[src/rtl/instr_encoder.sv]
// Packs decoded RV fields plus a wide signed immediate into a 32-bit instruction,
// range-checks the immediate, and streams the result with its byte address.
module instr_encoder #(
  parameter int          WORDSIZE         = 64,
  parameter int          INSTRUCTION_SIZE = 32,
  parameter int          ADDR_WIDTH       = 12,
  parameter int unsigned BASE_ADDR        = 0
) (
  input  logic                        clk,
  input  logic                        rst_n,
  input  logic                        in_valid,
  output logic                        in_ready,
  input  logic [2:0]                  fmt,
  input  logic [6:0]                  opcode,
  input  logic [4:0]                  rd,
  input  logic [4:0]                  rs1,
  input  logic [4:0]                  rs2,
  input  logic [2:0]                  funct3,
  input  logic [6:0]                  funct7,
  input  logic [WORDSIZE-1:0]         immediate,
  output logic                        out_valid,
  input  logic                        out_ready,
  output logic [INSTRUCTION_SIZE-1:0] instruction,
  output logic [ADDR_WIDTH-1:0]       out_addr,
  output logic                        out_err,
  output logic [7:0]                  err_count
);

  localparam logic [31:0]           NOP       = 32'h0000_0013;
  localparam logic [ADDR_WIDTH-1:0] ADDR_RST  = ADDR_WIDTH'(BASE_ADDR);
  localparam logic [ADDR_WIDTH-1:0] ADDR_STEP = ADDR_WIDTH'(4);

  // True when imm[WORDSIZE-1:lsb] is a pure sign extension.
  function automatic logic fits_signed(input logic [WORDSIZE-1:0] imm, input int lsb);
    logic signed [WORDSIZE-1:0] s;
    logic signed [WORDSIZE-1:0] hi;
    s  = imm;
    hi = s >>> lsb;
    return (hi == '0) || (hi == '1);
  endfunction

  function automatic logic [7:0] sat_inc(input logic [7:0] c);
    return (c == 8'hFF) ? c : c + 8'd1;
  endfunction

  // Returns {err, instruction}; errored encodings collapse to a NOP.
  function automatic logic [32:0] encode(
    input logic [2:0] f, input logic [6:0] op, input logic [4:0] d,
    input logic [4:0] s1, input logic [4:0] s2, input logic [2:0] f3,
    input logic [6:0] f7, input logic [WORDSIZE-1:0] imm);
    logic [31:0] ins;
    logic        err;
    ins = NOP;
    err = 1'b0;
    case (f)
      3'd0: ins = {f7, s2, s1, f3, d, op};
      3'd1: begin
        ins = {imm[11:0], s1, f3, d, op};
        err = !fits_signed(imm, 11);
      end
      3'd2: begin
        ins = {imm[11:5], s2, s1, f3, imm[4:0], op};
        err = !fits_signed(imm, 11);
      end
      3'd3: begin
        ins = {imm[12], imm[10:5], s2, s1, f3, imm[4:1], imm[11], op};
        err = !fits_signed(imm, 12) || imm[0];
      end
      3'd4: begin
        ins = {imm[31:12], d, op};
        err = !fits_signed(imm, 31) || (imm[11:0] != 12'd0);
      end
      3'd5: begin
        ins = {imm[20], imm[10:1], imm[11], imm[19:12], d, op};
        err = !fits_signed(imm, 20) || imm[0];
      end
      default: err = 1'b1;
    endcase
    if (err) ins = NOP;
    return {err, ins};
  endfunction

  logic [32:0]           enc_p0;
  logic                  accept_p0;
  logic                  xfer_p1;
  logic                  vld_p1;
  logic [31:0]           instr_p1;
  logic                  err_p1;
  logic [ADDR_WIDTH-1:0] addr_p1;
  logic [ADDR_WIDTH-1:0] addr_cnt;
  logic [7:0]            err_cnt;

  assign in_ready  = !vld_p1 || out_ready;
  assign accept_p0 = in_valid && in_ready;
  assign xfer_p1   = vld_p1 && out_ready;
  assign enc_p0    = encode(fmt, opcode, rd, rs1, rs2, funct3, funct7, immediate);

  // p0 -> p1: output register stage
  always_ff @(posedge clk or negedge rst_n) begin
    if (!rst_n) begin
      vld_p1   <= 1'b0;
      instr_p1 <= '0;
      err_p1   <= 1'b0;
      addr_p1  <= ADDR_RST;
      addr_cnt <= ADDR_RST;
      err_cnt  <= '0;
    end else begin
      if (accept_p0) begin
        vld_p1   <= 1'b1;
        instr_p1 <= enc_p0[31:0];
        err_p1   <= enc_p0[32];
        addr_p1  <= addr_cnt;
        addr_cnt <= addr_cnt + ADDR_STEP;
      end else if (xfer_p1) begin
        vld_p1 <= 1'b0;
      end
      if (xfer_p1 && err_p1) err_cnt <= sat_inc(err_cnt);
    end
  end

  assign out_valid   = vld_p1;
  assign instruction = INSTRUCTION_SIZE'(instr_p1);
  assign out_addr    = addr_p1;
  assign out_err     = err_p1;
  assign err_count   = err_cnt;

endmodule

[config.mk]
export PLATFORM = sky130hd
export DESIGN_NAME = instr_encoder
export DESIGN_NICKNAME = d
export VERILOG_FILES = /design/src/rtl/instr_encoder.sv
export SDC_FILE = /design/constraint.sdc
export NUM_CORES = 1
export LEC_CHECK = 0
export ABC_CLOCK_PERIOD_IN_PS = 3800
export CAP_MARGIN = 20
export CORE_MARGIN = 2
export CORE_UTILIZATION = 35
export DETAILED_ROUTE_END_ITERATION = 6
export HOLD_SLACK_MARGIN = 0.06
export PLACE_DENSITY = 0.7
export SLEW_MARGIN = 20
export SYNTH_ARGS = -nofsm -noshare
export SYNTH_HDL_FRONTEND = slang
export SYNTH_SLANG_ARGS = --single-unit
[constraint.sdc]
create_clock -name clk -period 3.8 [get_ports clk]
set_clock_uncertainty 0.2 [all_clocks]
set_input_delay 0.76 -clock clk [delete_from_list [all_inputs] [get_ports clk]]
set_output_delay 0.76 -clock clk [all_outputs]
set_load 0.01 [all_outputs]
* Word level (Yosys, flattened, before mapping)
Index checks and enable logic that the tools add are counted.
** Storage, ports and cells
- Input port bits :: 103
- Output and inout bits :: 55
- Bits in registers :: 66
** Operators by class
- Bitwise operators :: 1
- Add/sub/neg operators :: 2
- Eq/ne operators :: 10
- Multiplexer cells :: 5
- Reduce and logical (&&, ||, !) cells :: 25
** Operator list (count)
- 64-bit equality test, second input constant :: 4
- 64-bit logical NOT :: 4
- 32-bit one-hot mux with 6 select lines :: 1
- 32-bit 2-to-1 mux :: 1
- 12-bit by 3-bit adder with 12-bit output, second input constant :: 1
- 12-bit nonzero test :: 1
- 8-bit by 1-bit adder with 8-bit output, second input constant :: 1
- 8-bit equality test, second input constant :: 1
- 1-bit logical OR :: 8
- 3-bit by 2-bit equality test with 1-bit output, second input constant :: 2
- 3-bit equality test, second input constant :: 2
- 1-bit logical NOT :: 5
- 1-bit one-hot mux with 5 select lines :: 1
- 3-bit by 1-bit equality test with 1-bit output, second input constant :: 1
- 1-bit logical AND :: 3
- 3-bit logical NOT :: 1
- 1-bit 2-to-1 mux :: 2
- 2-bit AND reduction :: 1
- 2-bit nonzero test :: 1
- 2-bit OR reduction :: 1
- 1-bit inverter :: 1

* Logic depth before layout (Yosys ltp)
- Depth after elaboration :: 6
- Depth in mapped cells :: 7
- Gate-level depth less buffers :: 6

* Worst setup path after synthesis
OpenSTA, ideal clock, no wires.
- Kind :: input-to-reg
- Start point :: in immediate[41]
- End point :: reg instr_p1[4] (netlist: instruction[4])
- Library setup time :: 0.126 ns
- Cell stages on the path :: 7
- Data required time :: 3.474 ns
- Arrival :: 2.418 ns
- Path slack :: 1.056 ns
- Cell sequence :: or4_4 > nor3_4 > nand4_4 > o311ai_4 > a22oi_2 > buf_6 > o32a_1
** Between the ends
- Word-level cells in the longest chain between the ends :: 6
** Ends and longest elaborated chain
- start: declaration :: line 20 : input logic [WORDSIZE-1:0] immediate,
- 64-bit equality test or 64-bit logical NOT (tied branches) :: line 39 : return (hi == '0) || (hi == '1);
- 1-bit logical OR :: line 39
- 1-bit logical NOT, on equally long branches :: line 75, 67, 71
- 1-bit logical OR, on equally long branches :: line 75, 67, 71
- 1-bit one-hot mux with 5 select lines (*) :: line 55 : case (f)
- 32-bit 2-to-1 mux (*) :: line 79 : if (err) ins = NOP;
- end signal: assignment :: line 110 : instr_p1 <= enc_p0[31:0];
- end: declaration :: line 87 : logic [31:0] instr_p1;
Every way passes the cells marked *; elsewhere a longest branch is shown, timed or not.
A chain may end at the register's enable or synchronous reset.

* Worst setup path in the final report
- Start point :: in immediate[61]
- End point :: reg instr_p1[11] (netlist: instruction[11])
Same word-level chain as after synthesis.

==> results.json <==
{
  "hold_violations": 0,
  "path_cells": "clkdlybuf4s50_1, nand4_1, nor4_1, nand4_1, o31ai_1, a22oi_2, buf_4, o31ai_2",
  "via_count": 3457,
  "syn_area_per_cell_um2": 9.622,
  "path_clk_slew_ns": 0.07,
  "syn-instance-count": 355,
  "drv_slew": 0,
  "synth_cell_types": 46,
  "synth_mux_area_frac": 0.01575,
  "rsz0062_at_grt": "no",
  "initial_core_util": 0.3544,
  "setup_tns_ns": 0,
  "finalSetupViolCount": 0,
  "grt_overflow": 0,
  "ant_nets": 0,
  "worst_pin_slew_ns": 0.9133,
  "post-synth-top-count-cell": "nand2_1",
  "combPwrFrac": 0.284,
  "ir_worst_vdd_mv": 0.1708,
  "regArea_mm2": 0.001551,
  "track_usage": 0.2045,
  "synth_compound_area_frac": 0.2179,
  "p_total_mw": 2.108,
  "drtIter0Drc": 163,
  "synth_xor_area_frac": 0.04359,
  "p_sw_frac": 0.3009,
  "stdcell_count": 648,
  "final_area_mm2": 0.005329,
  "drv_cap": 0,
  "cts_buffer_depth": 2,
  "placedCellCount": 632,
  "clkPwrFrac": 0.305,
  "yosys.area_share.simple": 0.2220,
  "yosysTopAreaCell": "dfrtp_1",
  "synthFlopType": "dfrtp_1",
  "dp_hpwl_mm": 8.631,
  "fmax_mhz": 308.8,
  "hold_class": "flop to flop",
  "viasPerCell": 5.335,
  "yosys_warnings": 0,
  "drt-wirelength-per-cell_um": 16.90,
  "cts_buffers": 9,
  "cts_setup_buffers": 0,
  "synth_common_cells": "71 x nand2_1, 62 x dfrtp_1, 29 x a22oi_1, 20 x nand4_1",
  "status": "complete, no violations",
  "clock_sinks": 62,
  "drt-total-wl_mm": 10.95,
  "place_area_mm2": 0.005107,
  "synth_adder_area_share": 0.007326,
  "cts-resized-gates": 0,
  "p_seq_frac": 0.411,
  "drive_gt1_frac": 0.1029,
  "grt_pass1_vias": 3414,
  "synthTopCellsByArea": "dfrtp_1 45%, nand2_1 7.8%, a22oi_1 6.4%",
  "power_leakage_nw": 2.143,
  "ys_ff_latch": 62,
  "setup_slack_ns": 0.5620,
  "tritoncts": "built",
  "seq_area_frac_synth": 0.4542,
  "root_buffer": "clkbuf_8",
  "slew_headroom": 0.3897,
  "syn2layout_area_growth_pct": 56.01,
  "reg2reg_depth": 6,
  "switching_power_uw": 634.3,
  "multi_input_area_mm2": 0.001745,
  "antenna_found_initial": 0,
  "dp_slack_ns": 0.2619,
  "place_congestion": 0.8941,
  "fp.dieW_um": 102.8,
  "path_class": "input pin to flop",
  "port_buffers": 155,
  "synth_top_family_by_area": "simple AND/OR/NAND/NOR gates",
  "p_int_mw": 1.474,
  "end_kind": "flop",
  "critPathArrivalTime_ns": 3.28,
  "die_h_um": 102.8,
  "power_density_mw_per_mm2": 395.6,
  "async_flop_share": 1.000,
  "max_stage_delay_ns": 0.50,
  "crit_top_cell": "nand4_1",
  "finalCriticalPeriod_ns": 3.238,
  "finalNetCount": 615,
  "core_mm2": 0.009639,
  "hold_buffers": 0,
  "ios": 158,
  "diodes": 0,
  "critPathMaxFanout": 20,
  "htreeDepth": 3,
  "required_ns": 3.84,
  "cpMaxStageDelayCell": "clkdlybuf4s50_1",
  "fp-row-count": 36,
  "remaining_drc_errors": 0,
  "clk_latency_ns": 0.34,
  "syn-cell-area_mm2": 0.003416,
  "grt_max_degree": 40,
  "fillers": 887,
  "start_kind": "input pin",
  "die-area_mm2": 0.01057,
  "drtPass1Iterations": 4,
  "timing.final.crit_share": 0.8521,
  "holdPathStages": 2,
  "grt_first_pass_wirelength_mm": 16.57,
  "netlist.area_leader.share": 0.4542,
  "synth_edf_count": 0
}
## layer usage
layer,track usage,part of all wire,vias up
met2,0.3550,0.49,154
met1,0.2478,0.41,1636
li1,-,-,1650
met4,0.07794,0.017,0
met5,0,0,-
met3,0.04678,0.081,17
## stage by stage
step / hold slack [ns] / utilization
2_1_floorplan: 0.2453 / -
3_3_place_gp: 0.2578 / 0.5299
3_5_place_dp: 0.2653 / 0.5299
4_1_cts: 0.2835 / 0.5528
5_1_grt: 0.3047 / 0.5528
6_report: 0.2756 / 0.5528
## cell type report
cell class                      instances  share of cell area
Clock buffer                            9             0.02324
Clock inverter                          7             0.01831
Inverter                                8            0.005635
Multi-Input combinational cell        265              0.3275
Sequential cell                        62              0.2911
Tap cell                              133             0.03123
Timing Repair Buffer                  164              0.3029
## worst paths after layout
kind / from / end / slack [ns]
worst max register to register: out_valid$_DFFE_PN0P_ / instruction[0]$_DFFE_PN0P_ / 1.50
worst min-delay path: out_addr[5]$_DFFE_PN0P_ / out_addr[5]$_DFFE_PN0P_ / 0.28
min in group asynchronous: rst_n / out_addr[5]$_DFFE_PN0P_ / 0.33
worst max-delay path: immediate[61] / instruction[11]$_DFFE_PN0P_ / 0.56
max in group asynchronous: rst_n / instruction[20]$_DFFE_PN0P_ / 2.24
worst min register to register: out_addr[5]$_DFFE_PN0P_ / out_addr[5]$_DFFE_PN0P_ / 0.28
## power by group through the flow
stage	sequential, mW	combinational [mW]	clock, mW
floorplan	0.898	0.221	0
global placement	0.875	0.590	0
detailed placement	0.880	0.602	0
CTS	0.867	0.604	0.653
global route	0.885	0.650	0.683
finish	0.867	0.598	0.643
## logic make-up (layout without fill, tap and decap cells)
kind of cell             Yosys count  count (layout)
AND/OR/NAND/NOR                  153             153
AO/OA/AOI/OAI                     86              86
flip-flops                        62              62
buffers and inverters             29             188
XOR/XNOR                          17              17
multiplexers                       5               5
adder cells (fa/ha/maj)            2               2
other                              1               2
## placed cells by master, fill, tap and decap left out, types with 10 or more instances in the layout
cell type / synthesis / final
nand4_1: 20 / 20
xnor2_1: 15 / 15
nor4_1: 12 / 12
o31ai_1: 15 / 15
dfrtp_1: 62 / 62
o31ai_2: 14 / 14
nand2_1: 71 / 71
clkdlybuf4s50_1: 0 / 154
nand3_1: 10 / 10
a22oi_1: 29 / 29
nor2_1: 15 / 14
## registers in the layout (all words and copies together) (netlist names)
name,count
err_count,8
addr_cnt,10
instruction,32
out_err,1
out_addr,10
out_valid,1
## critical path: cells and delay by family
kind	cells	cell delay [ns]
AOI/OAI and AO/OA	3	0.94
buffers and inverters	2	0.81
and+or+nand+nor	3	0.76
Power figures use the tool's default switching activity.
